<file path="src/rtl/data_bus_router_pkg.sv">
`default_nettype none
// ============================================================================
// Module   : data_bus_router_pkg
// Purpose  : Shared constants and FSM state types for the data-bus router.
// Revision : 1.0 - initial release
// ============================================================================
package data_bus_router_pkg;

   localparam int         c_SEL_W       = 3;
   localparam logic [2:0] c_RESP_OKAY   = 3'b000;
   localparam logic [2:0] c_RESP_DECERR = 3'b011;

   typedef enum logic [1:0] {
      W_IDLE = 2'd0,
      W_XFER = 2'd1,
      W_RESP = 2'd2,
      W_ERR  = 2'd3
   } wstate_e;

   typedef enum logic [1:0] {
      R_IDLE = 2'd0,
      R_ADDR = 2'd1,
      R_DATA = 2'd2,
      R_ERR  = 2'd3
   } rstate_e;

endpackage : data_bus_router_pkg
`default_nettype wire

</file>
<file path="src/rtl/data_bus_addr_match.sv">
`default_nettype none
// ============================================================================
// Module   : data_bus_addr_match
// Purpose  : Base/mask region compare with lowest-index-wins priority encode.
// Revision : 1.0 - initial release
// ============================================================================
module data_bus_addr_match
   import data_bus_router_pkg::*;
#(
   parameter int                      N_SLV    = 3,
   parameter int                      ADDR_W   = 64,
   parameter logic [N_SLV*ADDR_W-1:0] SLV_BASE = '0,
   parameter logic [N_SLV*ADDR_W-1:0] SLV_MASK = '0
)(
   input  logic [ADDR_W-1:0]  i_addr,
   output logic               o_hit,
   output logic [c_SEL_W-1:0] o_idx,
   output logic [ADDR_W-1:0]  o_offset
);

   // Scan from the top down so the lowest matching index is the last writer.
   always_comb begin
      o_hit    = 1'b0;
      o_idx    = '0;
      o_offset = '0;
      for (int i = N_SLV - 1; i >= 0; i--) begin
         if ((i_addr & SLV_MASK[i*ADDR_W +: ADDR_W]) == SLV_BASE[i*ADDR_W +: ADDR_W]) begin
            o_hit    = 1'b1;
            o_idx    = c_SEL_W'(i);
            o_offset = i_addr & ~SLV_MASK[i*ADDR_W +: ADDR_W];
         end
      end
   end

endmodule : data_bus_addr_match
`default_nettype wire

</file>
<file path="src/rtl/data_bus_router.sv">
`default_nettype none
// ============================================================================
// Module   : data_bus_router
// Purpose  : AXI-Lite 1-to-N_SLV router with locked routing and DECERR slave.
// Revision : 1.0 - initial release
// ============================================================================
module data_bus_router
   import data_bus_router_pkg::*;
#(
   parameter int                      N_SLV    = 3,
   parameter int                      ADDR_W   = 64,
   parameter int                      DATA_W   = 64,
   localparam int                     STRB_W   = DATA_W / 8,
   parameter logic [N_SLV*ADDR_W-1:0] SLV_BASE = {64'h5000_0000, 64'h4000_0000, 64'h8000_0000},
   parameter logic [N_SLV*ADDR_W-1:0] SLV_MASK = {3{64'hFFFF_FFFF_F000_0000}}
)(
   input  logic                      clk,
   input  logic                      rst,
   // master side
   input  logic                      AWVALID,
   output logic                      AWREADY,
   input  logic [ADDR_W-1:0]         AWADDR,
   input  logic [2:0]                AWPROT,
   input  logic                      WVALID,
   output logic                      WREADY,
   input  logic [DATA_W-1:0]         WDATA,
   input  logic [STRB_W-1:0]         WSTRB,
   output logic                      BVALID,
   input  logic                      BREADY,
   output logic [2:0]                BRESP,
   input  logic                      ARVALID,
   output logic                      ARREADY,
   input  logic [ADDR_W-1:0]         ARADDR,
   input  logic [2:0]                ARPROT,
   output logic                      RVALID,
   input  logic                      RREADY,
   output logic [DATA_W-1:0]         RDATA,
   output logic [2:0]                RRESP,
   // slave side
   output logic [N_SLV-1:0]          AWVALID_S,
   input  logic [N_SLV-1:0]          AWREADY_S,
   output logic [N_SLV*ADDR_W-1:0]   AWADDR_S,
   output logic [N_SLV*3-1:0]        AWPROT_S,
   output logic [N_SLV-1:0]          WVALID_S,
   input  logic [N_SLV-1:0]          WREADY_S,
   output logic [N_SLV*DATA_W-1:0]   WDATA_S,
   output logic [N_SLV*STRB_W-1:0]   WSTRB_S,
   input  logic [N_SLV-1:0]          BVALID_S,
   output logic [N_SLV-1:0]          BREADY_S,
   input  logic [N_SLV*3-1:0]        BRESP_S,
   output logic [N_SLV-1:0]          ARVALID_S,
   input  logic [N_SLV-1:0]          ARREADY_S,
   output logic [N_SLV*ADDR_W-1:0]   ARADDR_S,
   output logic [N_SLV*3-1:0]        ARPROT_S,
   input  logic [N_SLV-1:0]          RVALID_S,
   output logic [N_SLV-1:0]          RREADY_S,
   input  logic [N_SLV*DATA_W-1:0]   RDATA_S,
   input  logic [N_SLV*3-1:0]        RRESP_S
);

   wstate_e              r_wstate, w_wstate_nxt;
   logic                 r_aw_done, r_w_done, w_aw_done_nxt, w_w_done_nxt;
   logic [c_SEL_W-1:0]   r_wsel;
   logic [ADDR_W-1:0]    r_aw_off;

   rstate_e              r_rstate, w_rstate_nxt;
   logic                 r_ar_done, w_ar_done_nxt;
   logic [c_SEL_W-1:0]   r_rsel;
   logic [ADDR_W-1:0]    r_ar_off;

   logic                 w_aw_hit, w_ar_hit;
   logic [c_SEL_W-1:0]   w_aw_idx, w_ar_idx;
   logic [ADDR_W-1:0]    w_aw_off, w_ar_off;

   logic                 w_s_awready, w_s_wready, w_s_bvalid, w_s_arready, w_s_rvalid;
   logic [2:0]           w_s_bresp, w_s_rresp;
   logic [DATA_W-1:0]    w_s_rdata;

   data_bus_addr_match #(
      .N_SLV    (N_SLV),
      .ADDR_W   (ADDR_W),
      .SLV_BASE (SLV_BASE),
      .SLV_MASK (SLV_MASK)
   ) u_aw_match (
      .i_addr   (AWADDR),
      .o_hit    (w_aw_hit),
      .o_idx    (w_aw_idx),
      .o_offset (w_aw_off)
   );

   data_bus_addr_match #(
      .N_SLV    (N_SLV),
      .ADDR_W   (ADDR_W),
      .SLV_BASE (SLV_BASE),
      .SLV_MASK (SLV_MASK)
   ) u_ar_match (
      .i_addr   (ARADDR),
      .o_hit    (w_ar_hit),
      .o_idx    (w_ar_idx),
      .o_offset (w_ar_off)
   );

   // Pick the locked slave's inputs; a plain select, never an OR across slaves.
   always_comb begin
      w_s_awready = 1'b0;
      w_s_wready  = 1'b0;
      w_s_bvalid  = 1'b0;
      w_s_bresp   = '0;
      w_s_arready = 1'b0;
      w_s_rvalid  = 1'b0;
      w_s_rresp   = '0;
      w_s_rdata   = '0;
      for (int i = 0; i < N_SLV; i++) begin
         if (r_wsel == c_SEL_W'(i)) begin
            w_s_awready = AWREADY_S[i];
            w_s_wready  = WREADY_S[i];
            w_s_bvalid  = BVALID_S[i];
            w_s_bresp   = BRESP_S[i*3 +: 3];
         end
         if (r_rsel == c_SEL_W'(i)) begin
            w_s_arready = ARREADY_S[i];
            w_s_rvalid  = RVALID_S[i];
            w_s_rresp   = RRESP_S[i*3 +: 3];
            w_s_rdata   = RDATA_S[i*DATA_W +: DATA_W];
         end
      end
   end

   // ---------------------------------------------------------------- write
   always_comb begin
      w_wstate_nxt  = r_wstate;
      w_aw_done_nxt = r_aw_done;
      w_w_done_nxt  = r_w_done;
      AWREADY       = 1'b0;
      WREADY        = 1'b0;
      BVALID        = 1'b0;
      BRESP         = c_RESP_OKAY;
      AWVALID_S     = '0;
      AWADDR_S      = '0;
      AWPROT_S      = '0;
      WVALID_S      = '0;
      WDATA_S       = '0;
      WSTRB_S       = '0;
      BREADY_S      = '0;
      case (r_wstate)
         W_IDLE: begin
            if (AWVALID) begin
               w_wstate_nxt = w_aw_hit ? W_XFER : W_ERR;
            end
         end
         W_XFER: begin
            AWREADY = w_s_awready & ~r_aw_done;
            WREADY  = w_s_wready & ~r_w_done;
            for (int i = 0; i < N_SLV; i++) begin
               if (r_wsel == c_SEL_W'(i)) begin
                  AWVALID_S[i] = AWVALID & ~r_aw_done;
                  WVALID_S[i]  = WVALID & ~r_w_done;
                  if (!r_aw_done) begin
                     AWADDR_S[i*ADDR_W +: ADDR_W] = r_aw_off;
                     AWPROT_S[i*3 +: 3]           = AWPROT;
                  end
                  if (!r_w_done) begin
                     WDATA_S[i*DATA_W +: DATA_W] = WDATA;
                     WSTRB_S[i*STRB_W +: STRB_W] = WSTRB;
                  end
               end
            end
            w_aw_done_nxt = r_aw_done | (AWVALID & AWREADY);
            w_w_done_nxt  = r_w_done | (WVALID & WREADY);
            if (w_aw_done_nxt && w_w_done_nxt) begin
               w_wstate_nxt = W_RESP;
            end
         end
         W_RESP: begin
            BVALID = w_s_bvalid;
            BRESP  = w_s_bresp;
            for (int i = 0; i < N_SLV; i++) begin
               if (r_wsel == c_SEL_W'(i)) begin
                  BREADY_S[i] = BREADY;
               end
            end
            if (BVALID && BREADY) begin
               w_wstate_nxt  = W_IDLE;
               w_aw_done_nxt = 1'b0;
               w_w_done_nxt  = 1'b0;
            end
         end
         W_ERR: begin
            AWREADY       = ~r_aw_done;
            WREADY        = ~r_w_done;
            BVALID        = r_aw_done & r_w_done;
            BRESP         = BVALID ? c_RESP_DECERR : c_RESP_OKAY;
            w_aw_done_nxt = r_aw_done | (AWVALID & AWREADY);
            w_w_done_nxt  = r_w_done | (WVALID & WREADY);
            if (BVALID && BREADY) begin
               w_wstate_nxt  = W_IDLE;
               w_aw_done_nxt = 1'b0;
               w_w_done_nxt  = 1'b0;
            end
         end
         default: w_wstate_nxt = W_IDLE;
      endcase
   end

   always_ff @(posedge clk) begin
      if (rst) begin
         r_wstate  <= W_IDLE;
         r_aw_done <= 1'b0;
         r_w_done  <= 1'b0;
         r_wsel    <= '0;
         r_aw_off  <= '0;
      end else begin
         r_wstate  <= w_wstate_nxt;
         r_aw_done <= w_aw_done_nxt;
         r_w_done  <= w_w_done_nxt;
         if (r_wstate == W_IDLE && AWVALID) begin
            r_wsel   <= w_aw_idx;
            r_aw_off <= w_aw_off;
         end
      end
   end

   // ----------------------------------------------------------------- read
   always_comb begin
      w_rstate_nxt  = r_rstate;
      w_ar_done_nxt = r_ar_done;
      ARREADY       = 1'b0;
      RVALID        = 1'b0;
      RDATA         = '0;
      RRESP         = c_RESP_OKAY;
      ARVALID_S     = '0;
      ARADDR_S      = '0;
      ARPROT_S      = '0;
      RREADY_S      = '0;
      case (r_rstate)
         R_IDLE: begin
            if (ARVALID) begin
               w_rstate_nxt = w_ar_hit ? R_ADDR : R_ERR;
            end
         end
         R_ADDR: begin
            ARREADY = w_s_arready;
            for (int i = 0; i < N_SLV; i++) begin
               if (r_rsel == c_SEL_W'(i)) begin
                  ARVALID_S[i]                 = ARVALID;
                  ARADDR_S[i*ADDR_W +: ADDR_W] = r_ar_off;
                  ARPROT_S[i*3 +: 3]           = ARPROT;
               end
            end
            if (ARVALID && ARREADY) begin
               w_rstate_nxt = R_DATA;
            end
         end
         R_DATA: begin
            RVALID = w_s_rvalid;
            RDATA  = w_s_rdata;
            RRESP  = w_s_rresp;
            for (int i = 0; i < N_SLV; i++) begin
               if (r_rsel == c_SEL_W'(i)) begin
                  RREADY_S[i] = RREADY;
               end
            end
            if (RVALID && RREADY) begin
               w_rstate_nxt = R_IDLE;
            end
         end
         R_ERR: begin
            ARREADY       = ~r_ar_done;
            RVALID        = r_ar_done;
            RRESP         = r_ar_done ? c_RESP_DECERR : c_RESP_OKAY;
            w_ar_done_nxt = r_ar_done | (ARVALID & ARREADY);
            if (RVALID && RREADY) begin
               w_rstate_nxt  = R_IDLE;
               w_ar_done_nxt = 1'b0;
            end
         end
         default: w_rstate_nxt = R_IDLE;
      endcase
   end

   always_ff @(posedge clk) begin
      if (rst) begin
         r_rstate  <= R_IDLE;
         r_ar_done <= 1'b0;
         r_rsel    <= '0;
         r_ar_off  <= '0;
      end else begin
         r_rstate  <= w_rstate_nxt;
         r_ar_done <= w_ar_done_nxt;
         if (r_rstate == R_IDLE && ARVALID) begin
            r_rsel   <= w_ar_idx;
            r_ar_off <= w_ar_off;
         end
      end
   end

endmodule : data_bus_router
`default_nettype wire

</file>
<file path="config.mk">
export PLATFORM = sky130hd
export DESIGN_NAME = data_bus_router
export DESIGN_NICKNAME = d
export VERILOG_FILES = /design/src/rtl/data_bus_router_pkg.sv /design/src/rtl/data_bus_addr_match.sv /design/src/rtl/data_bus_router.sv
export SDC_FILE = /design/constraint.sdc
export NUM_CORES = 1
export LEC_CHECK = 0
export ABC_CLOCK_PERIOD_IN_PS = 1900
export BUFFER_PORTS_ARGS = -buffer_cell sky130_fd_sc_hd__buf_4
export CORE_AREA = 2 2 449 451
export DETAILED_ROUTE_END_ITERATION = 16
export DIE_AREA = 0 0 451 453
export PLACE_DENSITY = 0.3
export SYNTH_ARGS = -nofsm -noshare
export SYNTH_HDL_FRONTEND = slang
export SYNTH_SLANG_ARGS = --single-unit
</file>
<file path="constraint.sdc">
create_clock -name clk -period 1.9 [get_ports clk]
set_clock_uncertainty 0.2 [all_clocks]
set_input_delay 0.38 -clock clk [delete_from_list [all_inputs] [get_ports clk]]
set_output_delay 0.38 -clock clk [all_outputs]
set_load 0.1 [all_outputs]
</file>
[Yosys cells after proc, flatten, opt, wreduce, memory -nomap -nowiden]
Index checks and enable logic that the tools add are counted.
Word-level totals
  register bits: 141
  bits of input ports: 438
  output and inout port bits: 708
  logic and storage cells: 183
Cells by class
  eq/ne operators: 24
  multiplexer cells: 118
  bitwise logic cells: 16
  reductions and logical operators: 16
Operator list (count)
  64-bit two-way mux: 19
  192-bit two-way mux: 3
  36-bit by 3-bit == test with 1-bit output, second input constant: 4
  36-bit by 4-bit == test with 1-bit output, second input constant: 2
  3-bit two-way mux: 22
  28-bit two-way mux: 2
  1-bit two-way mux: 40
  8-bit two-way mux: 4
  2-bit two-way mux: 14
  24-bit two-way mux: 1
  9-bit two-way mux: 2
  2-bit inequality test, second input constant: 8
  2-bit one-hot mux with 4 select lines: 2
  3-bit one-hot mux with 2 select lines: 2
  1-bit one-hot mux with 2 select lines: 5
  1-bit bitwise AND: 8
  2-bit == test, second input constant: 4
  1-bit logical AND: 8
  4-bit AND reduction: 2
  3-bit by 1-bit == test with 1-bit output, second input constant: 2
  3-bit by 2-bit == test with 1-bit output, second input constant: 2
  3-bit logical NOT: 2
  1-bit one-hot mux with 3 select lines: 2
  1-bit bitwise OR: 5
  5 further kinds: 9

[Depth between registers and ports, before layout]
Gate-level depths: netlist (run 1).
  depth after elaboration: 10
  depth in mapped cells: 7
  gate-level depth less buffers: 4

[Cells and area by module]
A second synthesis (run 1) with hierarchy kept.
Unflattened totals
  cell total of the unflattened synthesis: 2035
  area, all modules: 13105.1 um^2
By module, submodules not included
  data_bus_router: instances 1, cells each 1789, area each 11180.7 um^2, seq. area each 2822.7 um^2
  data_bus_addr_match at u_aw_match: instances 1, cells each 125, area each 997.2 um^2, seq. area each 0.0 um^2
  data_bus_addr_match at u_ar_match: instances 1, cells each 121, area each 927.1 um^2, seq. area each 0.0 um^2

[Worst setup path before layout (run 1)]
No wires, ideal clock.
  path kind: register to output
  from: register r_rsel[1]
  to: output port ARREADY
  arrival: 3158 ps
  data required time: 1320 ps
  path slack: -1838 ps
  cell stages (with the launch flop): 6
  buffers on the path: 2
  cell sequence: dfxtp_1 clkbuf_1 clkbuf_1 o2bb2ai_1 nor2_1 a211oi_1
On the way
  cells in the longest elaborated chain, start to end: 5
  elaborated cells between the ends (all ways): 7
  classes of those cells: eq/ne: 2; mux: 4; reduce/logical: 1
RTL lines
  start, declared: line data_bus_router.sv:68  | logic [c_SEL_W-1:0] r_rsel;
  start signal, assigned: line data_bus_router.sv:291  | r_rsel <= w_ar_idx;
  3-bit logical NOT: line data_bus_router.sv:120  | if (r_rsel == c_SEL_W'(i)) begin
  1-bit two-way mux (2 in a row): line data_bus_router.sv:120
  1-bit two-way mux (*): line data_bus_router.sv:120
  1-bit one-hot mux with 2 select lines (*): line data_bus_router.sv:235  | case (r_rstate)
  end, declared: line data_bus_router.sv:32  | output logic ARREADY,
Every way passes the cells marked *; elsewhere a longest branch is shown, timed or not.

[Worst setup path after layout (run 1)]
  from: register r_rsel[0]
  to: output port RDATA[31]
On the way
  cells in the longest elaborated chain, start to end: 5
  elaborated cells between the ends (all ways): 7
  classes of those cells: eq/ne: 2; mux: 4; reduce/logical: 1
RTL lines
  3-bit logical NOT: line data_bus_router.sv:120
  64-bit two-way mux (2 in a row): line data_bus_router.sv:120
  64-bit two-way mux (*): line data_bus_router.sv:120
  64-bit two-way mux (*): line data_bus_router.sv:235
  end, declared: line data_bus_router.sv:37  | output logic [DATA_W-1:0] RDATA,
Marked as above.

==> results.md, run 1 <==
- Count of clock tree sinks: 67
- Residual DRC: 0
- Clock transition at path regs: 70 ps
- Port Buffers: 929
- Gr usage total: 9.51%
- Number of synthesized flops with an enable pin: 0
- Areal power density over the cells: 441 nW/um2
- DR pass1 iterations: 5
- Post-synthesis sequential area ratio: 14.9%
- First-pass GRT wire length: 131000 um
- CP max stage delay: 370 ps
- Total CTS buffers: 9
- Area Overhead vs Synth: 249%
- Layout Nets: 3154
- Crit path cell chain: buf_12 -> buf_12 -> mux2i_4 -> nor2_1 -> a21oi_1 -> buf_4 -> nor2_4 -> buf_12
- Critical Path End Type: primary output
- GP Congestion: 0.859
- Max IR drop VDD: 0.000424 V
- Max-cap viol count: 0
- Reg2reg setup slack: -490 ps
- Max Buffers Root-to-Sink: 2
- Finish-stage setup viols: 555
- Ys flop type: dfxtp_1
- Synth unique cells: 52
- Outcome: complete, but fails checks
- Worst-margin pin slew: 560 ps
- Die ar.: 204000 um2
- Final wirelength: 108000 um
- Total power draw: 13.8 mW
- Filler Cells Inserted: 22400
- Initial DRC count: 589
- Number of antenna violations at the first check in global routing: 23
- Clock root buffer: clkbuf_16
- Fmax: 0.374 GHz
- CTS tree: yes
- Rows: 164
- Height of the chip: 453 um
- Setup TNS: -331140 ps
- Crit path time final: 2670 ps
- Leakage power figure: 12.0 nW
- Crit path max fanout: 7
- Setup CP Type: reg2out
- Final Util: 15.7%
- Skew-Pair Late Insertion Delay: 410 ps
- Max H-tree Level: 3
- RSZ-0062 raised after global routing: yes
- Post-route setup slack: -774 ps
- Slew HR: 62.2%
- Placed insts: 5246
- Critical Path AT: 2090 ps
- Hold crit path type: in2reg
- Routed length per instance: 20.1 um
- Pin count of the biggest net entering global routing: 40
- Syn Area/Cell: 6.05 um2
- Post-synth ARST share: 0%
- Synth Instances: 1483
- Data required, critical path: 1320 ps
- Total grt overflow: 0
- Die extent in x: 451 um
- Commonest cells after routing, fill and taps aside: buf_4, nor2_4, buf_12
- CP startpoint kind: flop
- Final period util: 141%
- Slew Viols, Final: 0
- Fin cells: 5384
- Vias in the first global route: 14000
- Number of synthesized register bits: 67
- CP dominant cell by count: buf_12
- Via count: 14500
- Vias per cell: 2.70
- CORE AREA: 199000 um2
- Commonest non-fill, non-tap cell in the layout: buf_4
- Final Hold Viols: 0
- Layout cells sized above 1: 73.3%
- Antenna-violating nets left: 0
- Initial core utilization: 4.50%
- Synthesis warning total: 0
- Io pins: 1146
- Failing checks: negative setup slack
- Critical-path top delay cell: dfxtp_4
- DPL Wire Length: 89600 um
- Mapped Area: 8970 um2
## registers in the layout, indices dropped and copies added (netlist names)
| register | count |
|---|---|
| r_w_done | 1 |
| r_aw_off | 28 |
| r_rsel | 2 |
| r_wsel | 2 |
| r_aw_done | 1 |
| r_rstate | 2 |
| r_ar_done | 1 |
| r_wstate | 2 |
| r_ar_off | 28 |
## kinds of logic (layout without fill, tap and decap cells)
family	count (synthesis)	count (layout)	synth area share, %
other cells	1	223	0.0418
simple gates	824	827	40.7
flops	67	67	14.9
compound gates	171	171	12.0
buf+inv	345	1365	23.9
mux	75	75	8.36
## critical path: cells and delay by family (launching register included)
kind,cells,cell delay (ps)
flip-flops,1,370
AND/OR/NAND/NOR,2,110
multiplexers,1,340
AO/OA/AOI/OAI,1,160
buffers and inverters,4,640
## routing by layer
metal / wire length, um / share of wire [%] / global-route usage [%]
met1: 46400 / 43 / 12.1
met2: 55300 / 51 / 16.2
met3: 5210 / 4.8 / 2.19
met4: 1420 / 1.3 / 1.87
met5: 102 / 0.094 / 0.583
## stage by stage
| step | worst slack [ps] | hold slack [ps] | cell area [um2] |
|---|---|---|---|
| after global routing | -842 | 36.8 | 31300 |
| after detailed placement | -983 | 238 | 24600 |
| after floorplan | -1000 | 225 | 13700 |
| after global placement | -987 | 236 | 24600 |
| after CTS | -860 | 4.51 | 27500 |
| final | -774 | 80.3 | 31300 |
## path summary, 6_finish.rpt
| kind | start | to | depth (start not counted) |
|---|---|---|---|
| max | r_rsel[0]$_SDFFE_PP0P_ | RDATA[31] | 8 |
| min | ARADDR[44] | r_rsel[1]$_SDFFE_PP0P_ | 4 |
| max reg2reg | r_wstate[0]$_SDFFE_PP0P_ | r_wsel[0]$_SDFFE_PP0P_ | 9 |
| min reg2reg | r_aw_off[5]$_SDFFE_PP0P_ | r_aw_off[5]$_SDFFE_PP0P_ | 2 |
## layout make-up
class                      instances  area, um2  share of cell area (%)
tap                             2656       3320                    10.6
antenna                            7       17.5                  0.0560
sequential                        67       1360                    4.35
multi-input combinational       1289      10600                    33.9
timing repair buffer            1342      15600                    49.9
inverter                           7       42.5                   0.136
clock buffer                       9        225                   0.720
clock inverter                     7       98.8                   0.316
## power by group
group | internal, mW | leakage (nW) | switching, mW
Clock | 1.16 | 0.156 | 0.951
Sequential | 1.42 | 0.544 | 0.0194
Combinational | 2.91 | 11.3 | 7.34
Total | 5.49 | 12.0 | 8.31
## synthesized netlist by cell type, types with 2 or more instances
cell type,count,share of area [%]
and4_1,3,0.29
o21ai_0,36,2.0
a32o_1,28,3.1
nor4_1,14,0.98
o211ai_1,3,0.25
and2_1,99,6.9
o221ai_1,2,0.20
a21boi_0,3,0.25
buf_4,216,18
a21oi_1,77,4.3
nor3_1,7,0.39
nand3_1,4,0.22
clkbuf_1,91,3.8
a31oi_1,2,0.14
nor3b_1,4,0.33
nand4b_1,2,0.20
nand2_1,149,6.2
nand3b_1,4,0.33
nor2_1,461,19
nand2b_1,5,0.35
dfxtp_1,67,15
buf_1,15,0.63
nand4_1,30,2.1
mux2i_1,75,8.4
a211oi_1,2,0.17
buf_2,14,0.78
nor2b_1,33,2.3
o21ai_1,5,0.28
and3_1,4,0.28
inv_1,6,0.25
## what timing repair did
item / CTS / global route
hold endpoints to repair: 30 / 0
pin swaps: 28 / 81
endpoints found under the setup margin: 555 / 555
resized for setup: 449 / 735
setup buffers: 25 / 45
hold buffers: 31 / 0
gates cloned: 4 / 21
No activity file was read; power rests on OpenSTA's default activity.
==> run 2: changes to the inputs <==
- TNS_END_PERCENT: not set -> 5
==> results.md, run 2 (synthesis gave the netlist of run 1 again) <==
- Logic pwr share: 74.2%
- Max-cap viol count: 0
- Layout cells sized above 1: 67.6%
- Count of clock tree sinks: 67
- Placed instance area: 22300 um2
- Data required, critical path: 1320 ps
- Cell Int Power: 4.97 mW
- Commonest non-fill, non-tap cell in the layout: buf_4
- Fin cells: 5333
- Rows: 164
- Vias in the first global route: 14200
- DPL Wire Length: 85100 um
- Critical-path top delay cell: dfxtp_4
- GP Congestion: 0.887
- CP startpoint kind: flop
- Area Overhead vs Synth: 227%
- CP max stage delay: 490 ps
- Final wirelength: 102000 um
- Final period util: 146%
- Crit path cell chain: buf_12 -> buf_6 -> mux2i_4 -> buf_6 -> nor2_4 -> a21oi_2 -> nor2_2 -> buf_12
- Final Util: 14.7%
- Fin area: 29300 um2
- Max H-tree Level: 3
- Pin count of the biggest net entering global routing: 37
- RSZ-0062 raised after global routing: yes
- Place WS: -866 ps
- Clock power share: 14.5%
- Seq. cell area: 1360 um2
- Port Buffers: 929
- Multi-input logic area: 8800 um2
- Biggest regs: r_ar_off x28, r_aw_off x28
- Slew Viols, Final: 0
- Number of antenna violations at the first check in global routing: 9
- Leakage power figure: 11.5 nW
- Crit path time final: 2770 ps
- Switching Share: 61.0%
- Hold_ws: 81.9 ps
- Outcome: complete, but fails checks
- Routed length per instance: 19.1 um
- DR pass1 iterations: 5
- First-pass GRT wire length: 128000 um
- Via count: 14200
- Vias per cell: 2.66
- Die ar.: 204000 um2
- Setup TNS: -343270 ps
- Max IR drop VDD: 0.000505 V
- Total power draw: 12.7 mW
- Hold crit path type: in2reg
- Finish-stage setup viols: 555
- Antenna-violating nets left: 0
- Initial core utilization: 4.50%
- Layout Nets: 3107
- Setup CP Type: reg2out
- Height of the chip: 453 um
- Initial DRC count: 567
- CTS tree: yes
- Placed insts: 5257
- Max Buffers Root-to-Sink: 2
- CORE AREA: 199000 um2
- Clock transition at path regs: 80 ps
- Total CTS buffers: 9
- Critical Path AT: 2190 ps
- P_sw: 7.76 mW
- Total grt overflow: 0
- Crit path max fanout: 7
- Filler Cells Inserted: 22600
- Final Hold Viols: 0
- Areal power density over the cells: 434 nW/um2
- Die extent in x: 451 um
- Flop pwr share: 11.3%
- Commonest cells after routing, fill and taps aside: buf_4, buf_12, conb_1
- Post-route setup slack: -870 ps
- Residual DRC: 0
- Skew-Pair Late Insertion Delay: 420 ps
- Failing checks: negative setup slack
- Gr usage total: 9.20%
- Io pins: 1146
- Fmax: 0.361 GHz
- Clock root buffer: clkbuf_16
- Critical Path End Type: primary output
==> run 2: changes by cell type in the layout (fill, tap and decap cells not counted), sizes merged <==
| cell | change |
|---|---|
| clkinvlp | -1 |
| diode | -4 |
| dlygate4sd3 | -3 |
| clkbuf | -9 |
| buf | -32 |
| nand2 | -2 |
| bufinv | -2 |
| clkinv | +2 |
==> run 2: final timing paths <==
check        cells past startpoint                        to  slack [ps]                startpoint
max                              8                 RDATA[27]        -870    r_rsel[0]$_SDFFE_PP0P_
max reg2reg                      9  r_wstate[1]$_SDFFE_PP0P_        -430  r_wstate[0]$_SDFFE_PP0P_
min reg2reg                      2  r_aw_off[9]$_SDFFE_PP0P_         250  r_aw_off[9]$_SDFFE_PP0P_
min                              3    r_rsel[1]$_SDFFE_PP0P_          80                ARADDR[28]
==> run 2: layout make-up <==
| cell class | instances | share of cell area [%] |
|---|---|---|
| flip-flops and latches | 67 | 4.62 |
| inverters | 7 | 0.119 |
| clock inverters | 6 | 0.132 |
| well taps | 2656 | 11.3 |
| diodes | 3 | 0.0256 |
| multi-input cells | 1287 | 30.0 |
| repair buffers | 1297 | 53.0 |
| clock buffers | 10 | 0.815 |
==> run 2: what timing repair did <==
item / 4_1_cts / 5_1_grt
setup endpoints to repair: 556 / 556
hold buffers: 28 / 0
pin swaps: 24 / 78
gates cloned: 8 / 5
endpoints found under the hold margin: 28 / 0
resized for setup: 843 / 629
setup buffers: 6 / 15
==> run 2: layer usage <==
layer	vias up	global-route usage (%)	wire length, um
met5	-	0	40
met3	60	1.45	3870
met2	480	16.8	54100
met4	6	2.52	2840
li1	6798	-	-
met1	6834	11.1	41000
==> run 2: critical path: cells and delay by family (launching register included) <==
family / cells / cell delay (ps)
muxes: 1 / 390
AOI/OAI and AO/OA: 1 / 110
DFF: 1 / 490
buffers and inverters: 4 / 650
and+or+nand+nor: 2 / 90
==> run 2: power by group through the flow <==
stage	registers (mW)	clock network [mW]	logic, mW
6_report	1.44	1.84	9.45
5_1_grt	1.45	2.02	9.76
4_1_cts	1.45	2.02	9.15
3_5_place_dp	1.48	0	8.62
3_3_place_gp	1.48	0	8.64
2_1_floorplan	1.48	0	5.94
==> run 3: changes to the inputs <==
- CORE_AREA: 2 2 449 451 -> 2 2 440 442
- DIE_AREA: 0 0 451 453 -> 0 0 442 444
- PLACE_DENSITY: 0.3 -> 0.31
- SYNTH_HIERARCHICAL: not set -> 1
==> results.md, run 3 <==
- Vias per cell: 3.19
- Total grt overflow: 0
- Crit path max fanout: 4
- Initial DRC count: 907
- Seq. cell area: 2840 um2
- Multi-input logic area: 12500 um2
- Syn Area/Cell: 6.44 um2
- RSZ-0062 raised after global routing: yes
- Number of antenna violations at the first check in global routing: 31
- Finish-stage setup viols: 713
- Die ar.: 196000 um2
- Via count: 18800
- Outcome: complete, but fails checks
- Yosys top cell area share: 21.5%
- Area Overhead vs Synth: 181%
- Count of clock tree sinks: 141
- Skew-Pair Late Insertion Delay: 490 ps
- Slew Viols, Final: 0
- Post-synth ARST share: 0%
- Synthesis warning total: 6
- Yosys top cell by area: dfxtp_1
- Worst-margin pin slew: 533 ps
- CP startpoint kind: flop
- Biggest regs: r_ar_off x64, r_aw_off x64
- Setup TNS: -629600 ps
- DPL Wire Length: 109000 um
- Hold Path Sink: r_aw_off[16]$_SDFFE_PP0P_
- Height of the chip: 444 um
- Synth cell count leaders: and2_1, nand2_1, nor2_1, a21oi_1, dfxtp_1
- Clock power share: 28.3%
- Fin cells: 5904
- Setup CP Type: reg2out
- Vias in the first global route: 18500
- Reg2reg setup slack: -440 ps
- Max Buffers Root-to-Sink: 2
- Clock root buffer: clkbuf_16
- Port Buffers: 1145
- Final Util: 19.2%
- Final wirelength: 131000 um
- Critical Path End Type: primary output
- Synth Instances: 2035
- Failing checks: negative setup slack
- Layout Nets: 3799
- Die extent in x: 442 um
- Placed insts: 5767
- Place WS: -1280 ps
- Top cells by area, synth: dfxtp_1, and2_1, nand2_1, nor2_1, nor4_2
- CTS tree: yes
- Top-count cell post-synth: and2_1
- Residual DRC: 0
- GP Congestion: 0.875
- Synth unique cells: 55
- RR Endpoint: r_rstate[1]$_SDFFE_PP0P_
- FF-to-FF Start: r_rsel[1]$_SDFFE_PP0P_
- Fmax: 0.325 GHz
- First-pass GRT wire length: 168000 um
- Pin count of the biggest net entering global routing: 64
- Initial core utilization: 6.84%
- CORE AREA: 192000 um2
- Leakage power figure: 14.5 nW
- Hold crit path type: in2reg
- Commonest cells after routing, fill and taps aside: buf_4, buf_12, nand2_1
- Layout cells sized above 1: 71.2%
- Data required, critical path: 1320 ps
- Areal power density over the cells: 372 nW/um2
- Slew HR: 64.5%
- Antenna-violating nets left: 0
- Number of synthesized flops with an enable pin: 0
- Max-cap viol count: 0
- Flop pwr share: 23.6%
- Routed length per instance: 22.2 um
- Hold Path Depth: 5
- Reg2reg path depth: 10
- Io pins: 1146
- Final period util: 162%
- Cell Int Power: 7.80 mW
- Rows: 161
- Post-route setup slack: -1180 ps
- Mapped Area: 13100 um2
- Worst hold start: AWADDR[16]
- Critical Path AT: 2500 ps
- Filler Cells Inserted: 21200
- Logic pwr share: 48.1%
- Post-synthesis sequential area ratio: 21.5%
- Final Hold Viols: 0
- Crit path time final: 3080 ps
- Number of synthesized register bits: 141
- Max H-tree Level: 4
- P_sw: 5.92 mW
- Total power draw: 13.7 mW
- DR pass1 iterations: 6
- Total CTS buffers: 17
- Gr usage total: 12.4%
- Clock transition at path regs: 70 ps
- Commonest non-fill, non-tap cell in the layout: buf_4
- Ys flop type: dfxtp_1
- Switching Share: 43.2%
- Max IR drop VDD: 0.000679 V
run 3: cell count changes in the layout (fill, tap and decap cells not counted), sizes merged, moves of 67 or more:
cell	before	now
and2	99	425
nand2	150	346
buf	1264	1442
nor2	461	291
conb	216	74
inv	7	104
dfxtp	67	141
mux2i	75	6
a21oi	77	144
run 3: critical path, stage by stage (launching register included):
cell	delay, ps
dfxtp_4	350
buf_12	130
buf_12	120
mux2i_2	150
o21ai_4	150
buf_12	140
or3b_4	380
a21oi_4	330
buf_12	230
run 3: worst max path at each step:
stage,start,end,slack [ps],cells past startpoint
CTS,r_rsel[1]$_SDFFE_PP0P_,RVALID,-1340,8
global placement,r_rsel[1]$_SDFFE_PP0P_,RDATA[1],-1340,8
floorplan,r_rsel[1]$_SDFFE_PP0P_,RREADY_S[0],-510,5
finish,r_rsel[1]$_SDFFE_PP0P_,RVALID,-1180,8
detailed placement,r_rsel[1]$_SDFFE_PP0P_,RDATA[1],-1280,8
global route,r_rsel[1]$_SDFFE_PP0P_,RVALID,-1300,8
run 3: layout make-up:
type / count / area share, %
well taps: 2526 / 8.58
clock buffers: 19 / 1.23
multi-input cells: 1609 / 34.0
inverters: 100 / 1.03
repair buffers: 1492 / 47.0
diodes: 5 / 0.0340
clock inverters: 12 / 0.492
flip-flops and latches: 141 / 7.70
run 3: timing repair:
action,4_1_cts,5_1_grt
gates resized for setup,736,651
setup endpoints to repair,715,753
pin swaps,63,124
buffers inserted,28,20
cloned,8,14
hold endpoints to repair,42,0
hold buffers,38,0
run 3: per-layer routing:
layer,global-route usage [%],share of wire [%]
met1,15.8,44
met2,22.1,51
met3,2.14,3.6
met4,2.17,1.3
met5,0,0.045
run 3: logic make-up after synthesis:
kind of cell	count (synthesis)	share of synthesized area, %
buffers and inverters	358	14.4
and+or+nand+nor	1222	49.5
DFF	141	21.5
other	2	0.0573
AOI/OAI and AO/OA	306	14.0
muxes	6	0.458
run 3: power by group through the flow:
stage,registers [mW],clock network [mW],logic (mW)
floorplan,3.22,0,3.54
global placement,3.32,0,5.80
detailed placement,3.31,0,5.78
CTS,3.25,4.09,6.28
global route,3.26,4.17,6.90
finish,3.24,3.88,6.59
run 3: per-stage QoR:
stage          hold slack [ps]  cell area, um2
2_1_floorplan              237           16300
3_3_place_gp               243           29400
5_1_grt                   28.4           36800
4_1_cts                  0.660           33900
3_5_place_dp               247           29400
6_report                  56.9           36800
